`src/rtl/rv_decode_pkg.sv`:
```
// rv_decode_pkg
//   Shared types and decode function for the RV32I decode stage.
//   - op_class_e   : decoded operation class carried with each entry
//   - dec_entry_t  : one decoded entry {op_class, rd, rs1, rs2, imm, pc}
//   - skid_state_e : occupancy of the 2-entry skid buffer
//   - decode_instr : purely combinational decode of one raw word (pc left 0)
package rv_decode_pkg;

   localparam int XLEN  = 32;
   localparam int REG_W = 5;

   localparam logic [6:0] OPC_OP_IMM = 7'b0010011;
   localparam logic [6:0] OPC_OP     = 7'b0110011;
   localparam logic [6:0] OPC_BRANCH = 7'b1100011;
   localparam logic [6:0] OPC_JAL    = 7'b1101111;

   typedef enum logic [2:0] {
      OP_ILLEGAL = 3'd0,
      OP_ADDI    = 3'd1,
      OP_ADD     = 3'd2,
      OP_BEQ     = 3'd3,
      OP_JAL     = 3'd4
   } op_class_e;

   typedef struct packed {
      op_class_e             op_class;
      logic [REG_W-1:0]      rd;
      logic [REG_W-1:0]      rs1;
      logic [REG_W-1:0]      rs2;
      logic [XLEN-1:0]       imm;
      logic [XLEN-1:0]       pc;
   } dec_entry_t;

   typedef enum logic [1:0] {
      SKID_EMPTY = 2'd0,
      SKID_ONE   = 2'd1,
      SKID_TWO   = 2'd2
   } skid_state_e;

   // Unrecognised words keep their raw register fields and a zero immediate.
   // Fields that the recognised formats do not define (rd of BEQ, rs1/rs2
   // of JAL) are forced to 0 so downstream never sees stray indices.
   function automatic dec_entry_t decode_instr(input logic [XLEN-1:0] word);
      dec_entry_t e;
      logic [6:0] opc;
      logic [2:0] f3;
      logic [6:0] f7;
      opc        = word[6:0];
      f3         = word[14:12];
      f7         = word[31:25];
      e          = '0;
      e.op_class = OP_ILLEGAL;
      e.rd       = word[11:7];
      e.rs1      = word[19:15];
      e.rs2      = word[24:20];
      e.imm      = '0;
      case (opc)
         OPC_OP_IMM: begin
            if (f3 == 3'b000) begin
               e.op_class = OP_ADDI;
               e.imm      = {{20{word[31]}}, word[31:20]};
            end
         end
         OPC_OP: begin
            if (f3 == 3'b000 && f7 == 7'b0000000) begin
               e.op_class = OP_ADD;
            end
         end
         OPC_BRANCH: begin
            if (f3 == 3'b000) begin
               e.op_class = OP_BEQ;
               e.rd       = '0;
               e.imm      = {{19{word[31]}}, word[31], word[7],
                             word[30:25], word[11:8], 1'b0};
            end
         end
         OPC_JAL: begin
            e.op_class = OP_JAL;
            e.rs1      = '0;
            e.rs2      = '0;
            e.imm      = {{11{word[31]}}, word[31], word[19:12],
                          word[20], word[30:21], 1'b0};
         end
         default: ;
      endcase
      return e;
   endfunction

endpackage

```
`src/rtl/rv_decode_skid.sv`:
```
// rv_decode_skid
//   2-entry skid buffer over dec_entry_t giving one entry per cycle with a
//   registered in_ready (depends on occupancy only, never on out_ready).
//   Ports:
//     clk, arst           clock / asynchronous active-high reset
//     flush               synchronous discard of both entries
//     in_valid/in_ready   upstream handshake, in_data entry
//     out_valid/out_ready downstream handshake, out_data entry
module rv_decode_skid
   import rv_decode_pkg::*;
(
   input  logic       clk,
   input  logic       arst,
   input  logic       flush,
   input  logic       in_valid,
   output logic       in_ready,
   input  dec_entry_t in_data,
   output logic       out_valid,
   input  logic       out_ready,
   output dec_entry_t out_data
);

   skid_state_e state_reg;
   logic        out_valid_reg;
   dec_entry_t  data_reg;
   dec_entry_t  skid_reg;
   logic        accept;
   logic        consume;

   // Forced low during reset so nothing is taken while state is being cleared.
   assign in_ready = !arst && (state_reg != SKID_TWO);
   assign accept   = in_valid && in_ready;
   assign consume  = out_valid_reg && out_ready;

   always_ff @(posedge clk or posedge arst) begin
      if (arst) begin
         state_reg     <= SKID_EMPTY;
         out_valid_reg <= 1'b0;
         data_reg      <= '0;
         skid_reg      <= '0;
      end else if (flush) begin
         state_reg     <= SKID_EMPTY;
         out_valid_reg <= 1'b0;
      end else begin
         case (state_reg)
            SKID_EMPTY: begin
               if (accept) begin
                  data_reg      <= in_data;
                  out_valid_reg <= 1'b1;
                  state_reg     <= SKID_ONE;
               end
            end
            SKID_ONE: begin
               if (accept && consume) begin
                  data_reg <= in_data;
               end else if (accept) begin
                  // Output is stalled: park the new word behind it.
                  skid_reg  <= in_data;
                  state_reg <= SKID_TWO;
               end else if (consume) begin
                  out_valid_reg <= 1'b0;
                  state_reg     <= SKID_EMPTY;
               end
            end
            SKID_TWO: begin
               if (consume) begin
                  data_reg  <= skid_reg;
                  state_reg <= SKID_ONE;
               end
            end
            default: begin
               state_reg     <= SKID_EMPTY;
               out_valid_reg <= 1'b0;
            end
         endcase
      end
   end

   assign out_valid = out_valid_reg;
   assign out_data  = data_reg;

endmodule

```
`src/rtl/rv_decode_stage.sv`:
```
// rv_decode_stage
//   Registered RV32I decode stage (ADDI, ADD, BEQ, JAL; all else illegal).
//   Raw words are decoded combinationally and the result is registered
//   through a 2-entry skid buffer, giving 1-cycle latency and full rate.
//   Ports:
//     clk, arst                 clock / asynchronous active-high reset
//     flush                     synchronous discard of buffered entries
//     in_valid, in_ready        input handshake; instruction, pc_in word
//     out_valid, out_ready      output handshake
//     op_class, rd, rs1, rs2    decoded fields
//     imm, pc_out               sign-extended immediate, entry PC
//     illegal_cnt               saturating count of accepted illegal words
module rv_decode_stage
   import rv_decode_pkg::*;
#(
   parameter int DATA_WIDTH    = XLEN,
   parameter int DIR_WIDTH     = REG_W,
   parameter int ILL_CNT_WIDTH = 16
) (
   input  logic                     clk,
   input  logic                     arst,
   input  logic                     flush,
   input  logic                     in_valid,
   output logic                     in_ready,
   input  logic [DATA_WIDTH-1:0]    instruction,
   input  logic [DATA_WIDTH-1:0]    pc_in,
   output logic                     out_valid,
   input  logic                     out_ready,
   output logic [2:0]               op_class,
   output logic [DIR_WIDTH-1:0]     rd,
   output logic [DIR_WIDTH-1:0]     rs1,
   output logic [DIR_WIDTH-1:0]     rs2,
   output logic [DATA_WIDTH-1:0]    imm,
   output logic [DATA_WIDTH-1:0]    pc_out,
   output logic [ILL_CNT_WIDTH-1:0] illegal_cnt
);

   dec_entry_t               dec_in;
   dec_entry_t               dec_out;
   logic                     accept;
   logic [ILL_CNT_WIDTH-1:0] illegal_cnt_reg;

   always_comb begin
      dec_in    = decode_instr(instruction);
      dec_in.pc = pc_in;
   end

   rv_decode_skid u_skid (
      .clk       (clk),
      .arst      (arst),
      .flush     (flush),
      .in_valid  (in_valid),
      .in_ready  (in_ready),
      .in_data   (dec_in),
      .out_valid (out_valid),
      .out_ready (out_ready),
      .out_data  (dec_out)
   );

   // A word offered alongside flush is dropped by the buffer, so it must
   // not be counted either.
   assign accept = in_valid && in_ready && !flush;

   always_ff @(posedge clk or posedge arst) begin
      if (arst) begin
         illegal_cnt_reg <= '0;
      end else if (accept && dec_in.op_class == OP_ILLEGAL
                   && illegal_cnt_reg != {ILL_CNT_WIDTH{1'b1}}) begin
         illegal_cnt_reg <= illegal_cnt_reg + ILL_CNT_WIDTH'(1);
      end
   end

   assign op_class    = dec_out.op_class;
   assign rd          = dec_out.rd;
   assign rs1         = dec_out.rs1;
   assign rs2         = dec_out.rs2;
   assign imm         = dec_out.imm;
   assign pc_out      = dec_out.pc;
   assign illegal_cnt = illegal_cnt_reg;

endmodule

```
`config.mk`:
```
export PLATFORM = sky130hd
export DESIGN_NAME = rv_decode_stage
export DESIGN_NICKNAME = d
export VERILOG_FILES = /design/src/rtl/rv_decode_pkg.sv /design/src/rtl/rv_decode_skid.sv /design/src/rtl/rv_decode_stage.sv
export SDC_FILE = /design/constraint.sdc
export NUM_CORES = 1
export LEC_CHECK = 0
export CAP_MARGIN = 20
export CORE_MARGIN = 1.5
export CORE_UTILIZATION = 48
export CTS_CLUSTER_SIZE = 14
export DETAILED_ROUTE_END_ITERATION = 10
export PLACE_DENSITY_LB_ADDON = 0.08
export SLEW_MARGIN = 10
export SYNTH_ARGS = -nofsm -noshare
export SYNTH_HDL_FRONTEND = slang
export SYNTH_HIERARCHICAL = 1
export SYNTH_SLANG_ARGS = --single-unit
```
`constraint.sdc`:
```
create_clock -name clk -period 4.65 [get_ports clk]
set_input_delay 0.465 -clock clk [delete_from_list [all_inputs] [get_ports clk]]
set_output_delay 0.465 -clock clk [all_outputs]
set_load 0.02 [all_outputs]
```
==> results by group <==
Yosys
  • Synth Instances: 614
  • Avg Cell Area, Syn: 14.7 µm²
  • Area leader, netlist: dfrtp_1
  • Synthesis warning total: 6
  • Ys flop type: dfrtp_1
  • Post-synth EDFFs: 0
  • Post-synth ARST share: 1.00
  • Yosys top cell area share: 0.507
  • Post-Syn Area: 9020 µm²
  • Unique cell type count in the Yosys netlist: 48
  • Top cells by area, synth: dfrtp_1 (51%), mux2_2 (21%), mux2_4 (13%)
  • Synth Net Count: 684
  • Register bit total from synthesis: 183
  • Sequential share of the synthesized area: 0.507

Placed design
  • Setup slack at placement: 1.47 ns
  • Post-DP HPWL: 12300 µm
  • Final GP Congestion: 0.804
  • IO Port Bufs: 168

STA
  • Fin worst setup slack: 1.90 ns
  • Pins over their slew limit: 0
  • Slew Limit Headroom: 0.309
  • Tmin final: 2.75 ns
  • Worst Tran Pin Value: 1.04 ns
  • Clock skew: 0.00757 ns
  • Max Clk Rate: 363 MHz
  • Final worst-path cycle share: 0.592
  • Total negative slack: 0 ns
  • Final hold violation count: 0
  • Unrepaired setup endpoints after global routing: false
  • Final setup fails: 0

Pwr
  • LEAKAGE: 5.28 nW
  • Max VDD drop: 0.239 mV
  • Pwr Density: 394 nW/µm²

Global route
  • Vias in the first global route: 5857
  • GRT overflow: 0
  • First-pass GRT wire length: 31200 µm
  • Largest net degree at the start of global routing: 146
  • GRT Resource Usage Total: 0.201
  • Initial antenna violation count: 0

Critical path
  • CP Class: primary input to flip-flop
  • Max FO, Critical Path: 36
  • Slowest stage cell, crit path: or4b_1
  • Worst path required time: 4.95 ns
  • Crit-path cells: clkdlybuf4s50_1 > or4b_1 > nand2b_4 > buf_4 > mux2_4
  • Worst stage delay on the critical path: 0.64 ns
  • Register-to-register setup slack: 2.07 ns
  • Setup crit start kind: primary input
  • Worst Path Arrival: 3.06 ns
  • Type of element capturing the critical path: flip-flop

Clock tree
  • Max Root-Sink Buffers: 2
  • CTS Root Cell: clkbuf_16
  • Post-CTS setup buffers: 0
  • Reg clk slew, reported paths: 0.07 ns
  • CTS tree: built
  • Sink Count: 183
  • H-tree depth: 4
  • Number of CTS-inserted buffers: 17
  • Resized cells post-CTS: 0
  • Cts hold-fix bufs: 0
  • Clk_lat worst skew: 0.42 ns

Die
  • Row Count: 49
  • Die Span Y: 140 µm
  • Io pins: 169
  • Initial Util: 0.496
  • Die area: 19600 µm²
  • Core Footprint: 18200 µm²
  • Die Span X: 140 µm

Drt
  • DR vias/cell: 5.33
  • ANT nets after route: 0
  • Via count: 5420
  • Drt first pass iters: 4
  • Final WL: 18900 µm
  • Post-route DRC: 0
  • WL/cell: 18.6 µm
  • DR iter-0 viols: 225

Cells and area
  • Antenna cells: 0
  • Layout cell share with drive strength beyond 1: 0.384
  • Synth-to-Final Area Change: 25.6%
  • Layout net count: 844

Run status
  • Status: finished clean

Job
  • Max-cap check violation count: 0

Hold path
  • Worst min path class: flip-flop to flip-flop
-- report_power, final --
group / internal [mW] / switching [mW]
Sequential: 1.86 / 0.168
Clock: 0.803 / 0.621
Combinational: 0.594 / 0.417
Total: 3.25 / 1.21
-- critical path: cells and delay by family --
kind | cells | cell delay [ns]
buffers and inverters | 2 | 1.03
multiplexers | 1 | 0.35
AND/OR/NAND/NOR | 2 | 1.15
-- path summary, 6_finish.rpt --
kind                                                      start                               to  cells after the start
worst max-delay path                                      flush  u_skid/skid_reg[28]$_DFFE_PP0P_                      5
worst min-delay path                illegal_cnt[11]$_DFFE_PP0P_      illegal_cnt[11]$_DFFE_PP0P_                      1
worst max register to register  u_skid/state_reg[1]$_DFFE_PP0P_  u_skid/skid_reg[28]$_DFFE_PP0P_                      4
worst min register to register      illegal_cnt[11]$_DFFE_PP0P_      illegal_cnt[11]$_DFFE_PP0P_                      1
max in group asynchronous                                  arst  u_skid/skid_reg[64]$_DFFE_PP0P_                      3
min in group asynchronous                                  arst     u_skid/out_valid$_DFFE_PP0P_                      2
-- cell usage after synthesis (2+ instances only) --
cell type  instances
and3_1             4
mux2_2           166
mux2_4            80
inv_1              4
clkbuf_1           7
a22o_1             4
buf_2              6
and4_1             2
o21ai_0            3
buf_12             8
nand2_1           31
nor4_1             3
dfrtp_1          183
o21a_1             2
a21oi_1            2
and2_1             9
mux2_1             4
nand3_1            8
nor4_2             8
nor2b_1           18
xor2_1            12
nand4_1            3
nor3_1             5
nand2b_1           3
buf_6             12
nor2_1             5
-- metal layers --
metal  global-route usage  vias up  part of all wire
li1                     -     2519                 -
met1                0.267     2781              0.46
met2                0.331      104              0.49
met3               0.0444       16             0.036
met4               0.0582        0             0.013
met5                    0        -                 0
-- layout make-up --
| cell class | count | area [µm²] |
|---|---|---|
| clock buffers | 20 | 437 |
| clock inverters | 12 | 139 |
| fillers | 1397 | 6880 |
| inverters | 4 | 18.8 |
| multi-input cells | 393 | 4110 |
| flip-flops and latches | 183 | 4580 |
| well taps | 229 | 287 |
| repair buffers | 175 | 1760 |
-- kinds of logic after synthesis --
| family | Yosys count | share of synthesized area |
|---|---|---|
| AOI/OAI and AO/OA | 20 | 0.0169 |
| adders and majority gates | 1 | 0.00139 |
| muxes | 250 | 0.345 |
| DFF | 183 | 0.507 |
| and+or+nand+nor | 110 | 0.0763 |
| xor gates and xnor gates | 12 | 0.0116 |
| buffers and inverters | 38 | 0.0410 |
-- per-stage QoR --
step,util,total power [mW],cell area (µm²),hold slack [ns],instances
final,0.622,4.46,11300,0.487,1016
after CTS,0.622,4.52,11300,0.491,1016
after global placement,0.591,3.03,10800,0.472,984
after floorplan,-,2.62,9030,0.379,614
after global routing,0.622,4.68,11300,0.512,1016
after detailed placement,0.591,3.07,10800,0.481,984
-- placed cells by master, fill, tap and decap left out, drive strengths merged, types with 3 or more instances in the layout --
cell and n:
mux2 250, nand2 31, nor3 6, clkdlybuf4s50 168, dfrtp 183, nand3 8
nor2 5, o21ai 3, nand2b 3, inv 9, and2 9, buf 7
nor2b 18, clkbuf 20, nand4 3, nor4 12, clkinv 4, xor2 12
and3 5, a22o 4
Note: power is estimated with default switching activity, not from simulation.
